--- config.mk ---
export PLATFORM = sky130hd
export DESIGN_NAME = ctrl_pipe
export DESIGN_NICKNAME = d
export VERILOG_FILES = /design/src/rtl/ctrl_pkg.sv /design/src/rtl/ctrl_stage_reg.sv /design/src/rtl/ctrl_pipe.sv
export SDC_FILE = /design/constraint.sdc
export NUM_CORES = 1
export LEC_CHECK = 0
export CAP_MARGIN = 20
export CORE_ASPECT_RATIO = 0.9
export CORE_MARGIN = 4
export CORE_UTILIZATION = 47
export CTS_CLUSTER_SIZE = 40
export DETAILED_ROUTE_END_ITERATION = 10
export HOLD_SLACK_MARGIN = 0.15
export PLACE_DENSITY = 0.79
export SETUP_SLACK_MARGIN = 0.05
export SLEW_MARGIN = 30
export SYNTH_ARGS = -nofsm -noshare
export SYNTH_HDL_FRONTEND = slang
export SYNTH_SLANG_ARGS = --single-unit
--- constraint.sdc ---
create_clock -name i_clk -period 2.4 [get_ports i_clk]
set_input_delay 0.48 -clock i_clk [delete_from_list [all_inputs] [get_ports i_clk]]
set_output_delay 0.48 -clock i_clk [all_outputs]
set_load 0.02 [all_outputs]
--- src/rtl/ctrl_pkg.sv ---
// ctrl_pkg: shared definitions for the control-bundle pipeline.
//   ctrl_t     9-bit decoded control bundle. The packed field order fixes the
//              bit positions: [8] reg_write, [7] mem2reg, [6] branch,
//              [5] mem_write, [4] mem_read, [3] alu_src, [2:1] alu_op,
//              [0] reg_dest.
//   BUBBLE     all-zero bundle; never writes, accesses memory or branches.
//   ALU_OP_*   alu_op encodings produced by the main decoder.
//   OPC_*      opcodes of the supported instruction subset.
package ctrl_pkg;

  typedef struct packed {
    logic       reg_write;
    logic       mem2reg;
    logic       branch;
    logic       mem_write;
    logic       mem_read;
    logic       alu_src;
    logic [1:0] alu_op;
    logic       reg_dest;
  } ctrl_t;

  localparam int CTRL_W = $bits(ctrl_t);

  localparam logic [1:0] ALU_OP_ADD   = 2'b00;
  localparam logic [1:0] ALU_OP_SUB   = 2'b01;
  localparam logic [1:0] ALU_OP_RTYPE = 2'b10;

  localparam ctrl_t BUBBLE = '0;

  localparam logic [5:0] OPC_RTYPE = 6'h00;
  localparam logic [5:0] OPC_BEQ   = 6'h04;
  localparam logic [5:0] OPC_ADDI  = 6'h08;
  localparam logic [5:0] OPC_LW    = 6'h23;
  localparam logic [5:0] OPC_SW    = 6'h2B;

endpackage

--- src/rtl/ctrl_stage_reg.sv ---
// ctrl_stage_reg: one pipeline register with synchronous reset, enable and
// flush.
//   i_clk     clock
//   i_rst     synchronous active-high reset (loads all zeros)
//   i_en      1 = load i_d, 0 = hold
//   i_flush   1 = load FLUSH_VAL (the stage's bubble); overrides i_en
//   i_d/o_q   W-bit data in / registered data out
module ctrl_stage_reg
  import ctrl_pkg::*;
#(
  parameter int             W         = CTRL_W,
  parameter logic [W-1:0]   FLUSH_VAL = '0
) (
  input  logic         i_clk,
  input  logic         i_rst,
  input  logic         i_en,
  input  logic         i_flush,
  input  logic [W-1:0] i_d,
  output logic [W-1:0] o_q
);

  logic [W-1:0] r_q;

  always_ff @(posedge i_clk) begin
    if (i_rst) begin
      r_q <= '0;
    end else if (i_flush) begin
      r_q <= FLUSH_VAL;
    end else if (i_en) begin
      r_q <= i_d;
    end
  end

  assign o_q = r_q;

endmodule

--- src/rtl/ctrl_pipe.sv ---
// ctrl_pipe: carries the decoded control bundle through ID/EX, EX/MEM and
// MEM/WB, detects load-use hazards, resolves beq in MEM and keeps saturating
// stall / flush counters.
//   i_clk, i_rst               clock, synchronous active-high reset
//   i_id_*                     decoder outputs and rs/rt/rd of the ID instruction
//   i_ex_alu_zero              ALU zero flag of the instruction in EX
//   o_ex_*, o_mem_*, o_wb_*    per-stage controls (registered)
//   o_ex_dst/o_mem_dst/o_wb_dst  resolved destination per stage (0 = none)
//   o_pc_write, o_ifid_write   0 = hold PC / IF-ID (load-use stall)
//   o_ifid_flush               1 = clear IF/ID (taken branch)
//   o_branch_taken             beq in MEM with zero set
//   o_stall_cnt, o_flush_cnt   saturating performance counters
module ctrl_pipe
  import ctrl_pkg::*;
#(
  parameter int CNT_W = 16,
  parameter int REG_W = 5
) (
  input  logic             i_clk,
  input  logic             i_rst,
  input  logic             i_id_reg_write,
  input  logic             i_id_mem2reg,
  input  logic             i_id_branch,
  input  logic             i_id_mem_write,
  input  logic             i_id_mem_read,
  input  logic             i_id_alu_src,
  input  logic [1:0]       i_id_alu_op,
  input  logic             i_id_reg_dest,
  input  logic [REG_W-1:0] i_id_rs,
  input  logic [REG_W-1:0] i_id_rt,
  input  logic [REG_W-1:0] i_id_rd,
  input  logic             i_ex_alu_zero,
  output logic             o_ex_alu_src,
  output logic [1:0]       o_ex_alu_op,
  output logic             o_ex_reg_dest,
  output logic             o_mem_branch,
  output logic             o_mem_write,
  output logic             o_mem_read,
  output logic             o_wb_reg_write,
  output logic             o_wb_mem2reg,
  output logic [REG_W-1:0] o_ex_dst,
  output logic [REG_W-1:0] o_mem_dst,
  output logic [REG_W-1:0] o_wb_dst,
  output logic             o_pc_write,
  output logic             o_ifid_write,
  output logic             o_ifid_flush,
  output logic             o_branch_taken,
  output logic [CNT_W-1:0] o_stall_cnt,
  output logic [CNT_W-1:0] o_flush_cnt
);

  localparam int IDEX_W  = CTRL_W + 3 * REG_W;
  localparam int EXMEM_W = 5 + REG_W + 1;
  localparam int MEMWB_W = 2 + REG_W;

  localparam logic [IDEX_W-1:0] IDEX_BUBBLE = {BUBBLE, {(3 * REG_W){1'b0}}};

  ctrl_t              w_id_ctrl;
  logic [IDEX_W-1:0]  w_idex_d;
  logic [IDEX_W-1:0]  w_idex_q;
  ctrl_t              w_ex_ctrl;
  logic [REG_W-1:0]   w_ex_rs_unused;
  logic [REG_W-1:0]   w_ex_rt;
  logic [REG_W-1:0]   w_ex_rd;
  logic               w_ex_reg_dest;
  logic [REG_W-1:0]   w_ex_dst;

  logic [EXMEM_W-1:0] w_exmem_d;
  logic [EXMEM_W-1:0] w_exmem_q;
  logic               w_mem_reg_write;
  logic               w_mem_mem2reg;
  logic               w_mem_branch;
  logic               w_mem_write;
  logic               w_mem_read;
  logic [REG_W-1:0]   w_mem_dst;
  logic               w_mem_zero;

  logic [MEMWB_W-1:0] w_memwb_d;
  logic [MEMWB_W-1:0] w_memwb_q;
  logic               w_wb_reg_write;
  logic               w_wb_mem2reg;
  logic [REG_W-1:0]   w_wb_dst;

  logic               w_hazard;
  logic               w_taken;
  logic               w_stall;

  logic [CNT_W-1:0]   r_stall_cnt;
  logic [CNT_W-1:0]   r_flush_cnt;

  always_comb begin
    w_id_ctrl           = BUBBLE;
    w_id_ctrl.reg_write = i_id_reg_write;
    w_id_ctrl.mem2reg   = i_id_mem2reg;
    w_id_ctrl.branch    = i_id_branch;
    w_id_ctrl.mem_write = i_id_mem_write;
    w_id_ctrl.mem_read  = i_id_mem_read;
    w_id_ctrl.alu_src   = i_id_alu_src;
    w_id_ctrl.alu_op    = i_id_alu_op;
    w_id_ctrl.reg_dest  = i_id_reg_dest;
  end

  // ID/EX: a stall or a taken branch replaces the incoming instruction with a
  // bubble; a flush takes priority but both load the same bubble.
  assign w_idex_d = {w_id_ctrl, i_id_rs, i_id_rt, i_id_rd};

  ctrl_stage_reg #(.W(IDEX_W), .FLUSH_VAL(IDEX_BUBBLE)) u_idex (
    .i_clk   (i_clk),
    .i_rst   (i_rst),
    .i_en    (1'b1),
    .i_flush (w_stall | w_taken),
    .i_d     (w_idex_d),
    .o_q     (w_idex_q)
  );

  // rs rides along with the bundle for a forwarding unit; nothing here uses it.
  assign {w_ex_ctrl, w_ex_rs_unused, w_ex_rt, w_ex_rd} = w_idex_q;

  // Gating with reg_write keeps a don't-care reg_dest (beq/sw) off every output.
  assign w_ex_reg_dest = w_ex_ctrl.reg_write & w_ex_ctrl.reg_dest;
  assign w_ex_dst      = !w_ex_ctrl.reg_write ? '0 :
                         (w_ex_ctrl.reg_dest ? w_ex_rd : w_ex_rt);

  assign w_exmem_d = {w_ex_ctrl.reg_write, w_ex_ctrl.mem2reg, w_ex_ctrl.branch,
                      w_ex_ctrl.mem_write, w_ex_ctrl.mem_read, w_ex_dst,
                      i_ex_alu_zero};

  ctrl_stage_reg #(.W(EXMEM_W), .FLUSH_VAL('0)) u_exmem (
    .i_clk   (i_clk),
    .i_rst   (i_rst),
    .i_en    (1'b1),
    .i_flush (w_taken),
    .i_d     (w_exmem_d),
    .o_q     (w_exmem_q)
  );

  assign {w_mem_reg_write, w_mem_mem2reg, w_mem_branch, w_mem_write,
          w_mem_read, w_mem_dst, w_mem_zero} = w_exmem_q;

  assign w_memwb_d = {w_mem_reg_write, w_mem_mem2reg, w_mem_dst};

  ctrl_stage_reg #(.W(MEMWB_W), .FLUSH_VAL('0)) u_memwb (
    .i_clk   (i_clk),
    .i_rst   (i_rst),
    .i_en    (1'b1),
    .i_flush (1'b0),
    .i_d     (w_memwb_d),
    .o_q     (w_memwb_q)
  );

  assign {w_wb_reg_write, w_wb_mem2reg, w_wb_dst} = w_memwb_q;

  assign w_hazard = w_ex_ctrl.mem_read && (w_ex_rt != '0) &&
                    ((w_ex_rt == i_id_rs) || (w_ex_rt == i_id_rt));
  assign w_taken  = w_mem_branch & w_mem_zero;
  // The flush discards the instruction that would have stalled.
  assign w_stall  = w_hazard & ~w_taken;

  always_ff @(posedge i_clk) begin
    if (i_rst) begin
      r_stall_cnt <= '0;
      r_flush_cnt <= '0;
    end else begin
      if (w_stall && (r_stall_cnt != '1)) begin
        r_stall_cnt <= r_stall_cnt + CNT_W'(1);
      end
      if (w_taken && (r_flush_cnt != '1)) begin
        r_flush_cnt <= r_flush_cnt + CNT_W'(1);
      end
    end
  end

  assign o_ex_alu_src   = w_ex_ctrl.alu_src;
  assign o_ex_alu_op    = w_ex_ctrl.alu_op;
  assign o_ex_reg_dest  = w_ex_reg_dest;
  assign o_ex_dst       = w_ex_dst;
  assign o_mem_branch   = w_mem_branch;
  assign o_mem_write    = w_mem_write;
  assign o_mem_read     = w_mem_read;
  assign o_mem_dst      = w_mem_dst;
  assign o_wb_reg_write = w_wb_reg_write;
  assign o_wb_mem2reg   = w_wb_mem2reg;
  assign o_wb_dst       = w_wb_dst;
  assign o_pc_write     = ~w_stall;
  assign o_ifid_write   = ~w_stall;
  assign o_ifid_flush   = w_taken;
  assign o_branch_taken = w_taken;
  assign o_stall_cnt    = r_stall_cnt;
  assign o_flush_cnt    = r_flush_cnt;

endmodule

-- Word-level counts from Yosys, hierarchy flattened
Cells that the tools add are included.
- output and inout port bits: 60
- bits in registers: 74
- word-level logic and storage cells: 27
- bits of input ports: 27
- reduce and logical (&&, ||, !) cells: 8
- add/subtract/negate cells: 2
- bitwise gates (word level): 6
- muxes and demuxes: 2
- equality and inequality tests: 4
- operators with widths (kind ; count):
    16-bit by 1-bit adder with 16-bit output (second input constant) ; 2
    16-bit != test (second input constant) ; 2
    5-bit equality test ; 2
    5-bit two-way mux ; 2
    5-bit nonzero test ; 1
    1-bit logical AND ; 4
    2-bit OR reduction ; 2
    1-bit bitwise AND ; 3
    1-bit NOT ; 2
    1-bit logical OR ; 1
    1-bit OR ; 1

-- Longest topological paths before layout
- word-level depth: 6
- mapped depth: 8
- depth with buffers taken out: 6

-- Modules after synthesis
Synthesis repeated with hierarchy kept, for this count alone.
- cells, all modules: 368
- area, all modules: 3395.8 µm²
- modules (own cells, without submodules) (module ; instances ; area each (µm²) ; cells each):
    ctrl_pipe ; 1 ; 1875.5 ; 229
    ctrl_stage_reg at u_idex ; 1 ; 867.1 ; 79
    ctrl_stage_reg at u_exmem ; 1 ; 400.4 ; 36
    ctrl_stage_reg at u_memwb ; 1 ; 252.7 ; 24

-- Worst setup path after synthesis
No wires, ideal clock.
- path type: input -> output
- start: input i_id_rs[4]
- end: output o_pc_write
- path slack: 0.442 ns
- path buffers: 1
- arrival: 1.478 ns
- stages on the path: 5
- required time: 1.920 ns
- path through: xor2_1 > nor3_2 > a22o_1 > nand2_1 > buf_4
- word-level cells in the longest chain between the ends: 5
- RTL lines (item ; line ; source):
    from (decl) ; ctrl_pipe.sv:29 ; input logic [REG_W-1:0] i_id_rs,
    5-bit equality test ; ctrl_pipe.sv:154 ; ((w_ex_rt == i_id_rs) || (w_ex_rt == i_id_rt));
    1-bit logical OR ; ctrl_pipe.sv:154 ;
    1-bit logical AND ; ctrl_pipe.sv:153 ; assign w_hazard = w_ex_ctrl.mem_read && (w_ex_rt != '0) &&
    1-bit bitwise AND ; ctrl_pipe.sv:157 ; assign w_stall = w_hazard & ~w_taken;
    1-bit NOT ; n/a ;
    to (decl) ; ctrl_pipe.sv:44 ; output logic o_pc_write,
Every way passes these cells.

-- Final worst setup path
- start: input i_id_rt[1]
- end: output o_ifid_write
- word-level cells in the longest chain between the ends: 5
- RTL lines (item ; line ; source):
    from (decl) ; ctrl_pipe.sv:30 ; input logic [REG_W-1:0] i_id_rt,
    5-bit equality test ; ctrl_pipe.sv:154 ;
    1-bit logical OR ; ctrl_pipe.sv:154 ;
    1-bit logical AND ; ctrl_pipe.sv:153 ;
    1-bit bitwise AND ; ctrl_pipe.sv:157 ;
    1-bit NOT ; ctrl_pipe.sv:185 ; assign o_ifid_write = ~w_stall;
    to (decl) ; ctrl_pipe.sv:45 ; output logic o_ifid_write,
Every way passes these cells.

==> results.json <==
{
  "final_nets": 422,
  "ys.flop_type": "dfxtp_1",
  "synth_cell_types": 47,
  "period_needed_ns": 2.28,
  "synth_nets": 342,
  "vias": 2514,
  "ir_drop_uv": 391,
  "maxSlewViolCount": 0,
  "cts-root-buf": "clkbuf_8",
  "initialDrtViolationCount": 92,
  "h-tree-depth": 3,
  "hold_buffers": 0,
  "crit_fanout": 2,
  "ys_seq_elements": 69,
  "synth.avg_cell_area_sq_um": 9.62,
  "synth-edff-count": 0,
  "io_pins": 87,
  "critPathLaunchType": "input port",
  "path_class": "in2out",
  "synth_common_cells": "dfxtp_1 (69), and2_1 (27), nor2_1 (20), a21oi_1 (16), buf_4 (16)",
  "synthArstFlopShare_pct": 0,
  "synth.most_common_cell": "dfxtp_1",
  "diodes": 0,
  "row_count": 27,
  "fin_util_pct": 66.6,
  "synth_top_area_cell": "dfxtp_1",
  "skew_ns": 0.00798,
  "synth_area_sq_mm": 0.00301,
  "layout-drive-gt1-share_pct": 11.1,
  "fmax_ghz": 0.438,
  "die_x_um": 92.4,
  "tns_ns": 0,
  "grtUsageTotal_pct": 18.4,
  "start_util_pct": 48.7,
  "yosys_warnings": 0,
  "status": "complete, no violations",
  "detail_route.wl_per_cell_um": 13.8,
  "port_buffers": 86,
  "hpwl_um": 4910,
  "drt_wl_total_um": 6710,
  "slew_headroom_pct": 56.1,
  "numCtsBuffers": 9,
  "coreArea_sq_mm": 0.00618,
  "tritoncts": "yes",
  "route.detailed.drc": 0,
  "cp.required_ns": 1.92,
  "ant_nets": 0,
  "grt_pass1_wl_um": 11400,
  "cp.arrival_ns": 1.80,
  "power_density_mw_per_mm2": 564,
  "synthTopCellsByArea": "dfxtp_1 (46%), and2_1 (5.6%), buf_4 (4.0%), xor2_1 (3.5%), or4_1 (3.2%)",
  "die_h_um": 83.9,
  "rsz0062_at_grt": "false",
  "cts.sinks": 69,
  "worstSkewPairLatency_ns": 0.34,
  "grt_max_degree": 43,
  "drv_cap": 0,
  "antenna_found_initial": 0,
  "dieArea_sq_mm": 0.00775,
  "min_period_over_period_pct": 95.0,
  "hp-class": "reg2reg",
  "synth_top_area_share_pct": 45.9,
  "yosysSeqAreaShare_pct": 45.9,
  "cp-end-kind": "primary output",
  "grt_pass1_vias": 2426,
  "syn2layout_area_growth_pct": 36.9,
  "place.gp.congestion": 0.812,
  "avgViaCountPerCell": 5.18,
  "grt-ovfl-total": 0,
  "hold_viol": 0,
  "setup_viol": 0,
  "clkTransAtPathRegs_ns": 0.07,
  "drt_pass1_iterations": 4,
  "tightest_slew_ns": 0.656,
  "p_leak_nw": 1.48,
  "clk_path_buf_depth": 2,
  "synthCells": 313
}
registers in the layout, indices dropped and copies added (netlist names):
| signal | cells |
|---|---|
| u_idex.o_q | 19 |
| o_flush_cnt | 16 |
| o_stall_cnt | 16 |
| u_exmem.o_q | 11 |
| u_memwb.o_q | 7 |
power breakdown:
part	total [mW]	switching (mW)	internal [mW]
Combinational	0.220	0.0971	0.123
Sequential	1.19	0.0202	1.17
Clock	0.909	0.431	0.478
critical path: stages:
cell,delay [ns]
clkdlybuf4s50_1,0.46
xor2_2,0.18
nor3_4,0.22
a22o_1,0.22
nand2_2,0.08
buf_2,0.16
stage by stage:
stage          hold slack (ns)  instances  worst slack [ns]  cell area, sq um  power (mW)
6_report                 0.439        485             0.119              4120        2.32
5_1_grt                  0.455        485            0.0476              4120        2.42
4_1_cts                  0.446        485             0.117              4110        2.36
3_5_place_dp             0.427        469            -0.347              3910        1.44
3_3_place_gp             0.410        469            -0.320              3910        1.43
2_1_floorplan            0.406        313             0.442              3010        1.33
cells in the final DEF (no fill, tap or decap), types with 9 or more instances in the layout:
| master | count |
|---|---|
| nand3_1 | 13 |
| and2_1 | 27 |
| nor2_1 | 20 |
| a21oi_1 | 16 |
| dfxtp_1 | 68 |
| xor2_1 | 9 |
| o31ai_1 | 11 |
| clkbuf_8 | 9 |
| clkdlybuf4s50_1 | 83 |
| nor2b_1 | 13 |
| or4_1 | 13 |
path summary, 6_finish.rpt:
| check | from | end | slack, ns | cells after the start |
|---|---|---|---|---|
| worst max-delay path | i_id_rt[1] | o_ifid_write | 0.12 | 6 |
| worst min-delay path | u_idex.o_q[20] | u_exmem.o_q[7] | 0.44 | 1 |
| worst max register to register | u_idex.o_q[6] | o_stall_cnt[9] | 0.35 | 6 |
| worst min register to register | u_idex.o_q[20] | u_exmem.o_q[7] | 0.44 | 1 |
final cells by class:
| cell class | count | area, sq um |
|---|---|---|
| Fill cell | 493 | 2060 |
| Sequential cell | 69 | 1380 |
| Tap cell | 87 | 109 |
| Clock inverter | 6 | 63.8 |
| Timing Repair Buffer | 95 | 948 |
| Inverter | 5 | 18.8 |
| Multi-Input combinational cell | 213 | 1470 |
| Clock buffer | 10 | 128 |
metal layers:
layer | GRT usage (%) | wire length (um) | part of all wire, %
met5 | 0 | 0 | 0
met4 | 5.67 | 52 | 0.78
met3 | 6.67 | 421 | 6.3
met2 | 29.8 | 3240 | 48
met1 | 22.7 | 2990 | 45
timing repair:
action                     CTS  global route
pin swaps                    1             2
setup endpoints to repair    3             3
buffers inserted             0             0
gates resized for setup     12             3
cells by family (layout without fill, tap and decap cells):
group / Yosys count / count (layout) / synth area share (%)
AO/OA/AOI/OAI: 49 / 49 / 11.6
flip-flops: 69 / 69 / 45.9
XOR/XNOR: 20 / 20 / 5.82
AND/OR/NAND/NOR: 134 / 134 / 27.1
buffers and inverters: 31 / 116 / 6.11
adder cells (fa/ha/maj): 2 / 2 / 0.831
multiplexers: 8 / 8 / 2.70
Power figures use the tool's default switching activity.
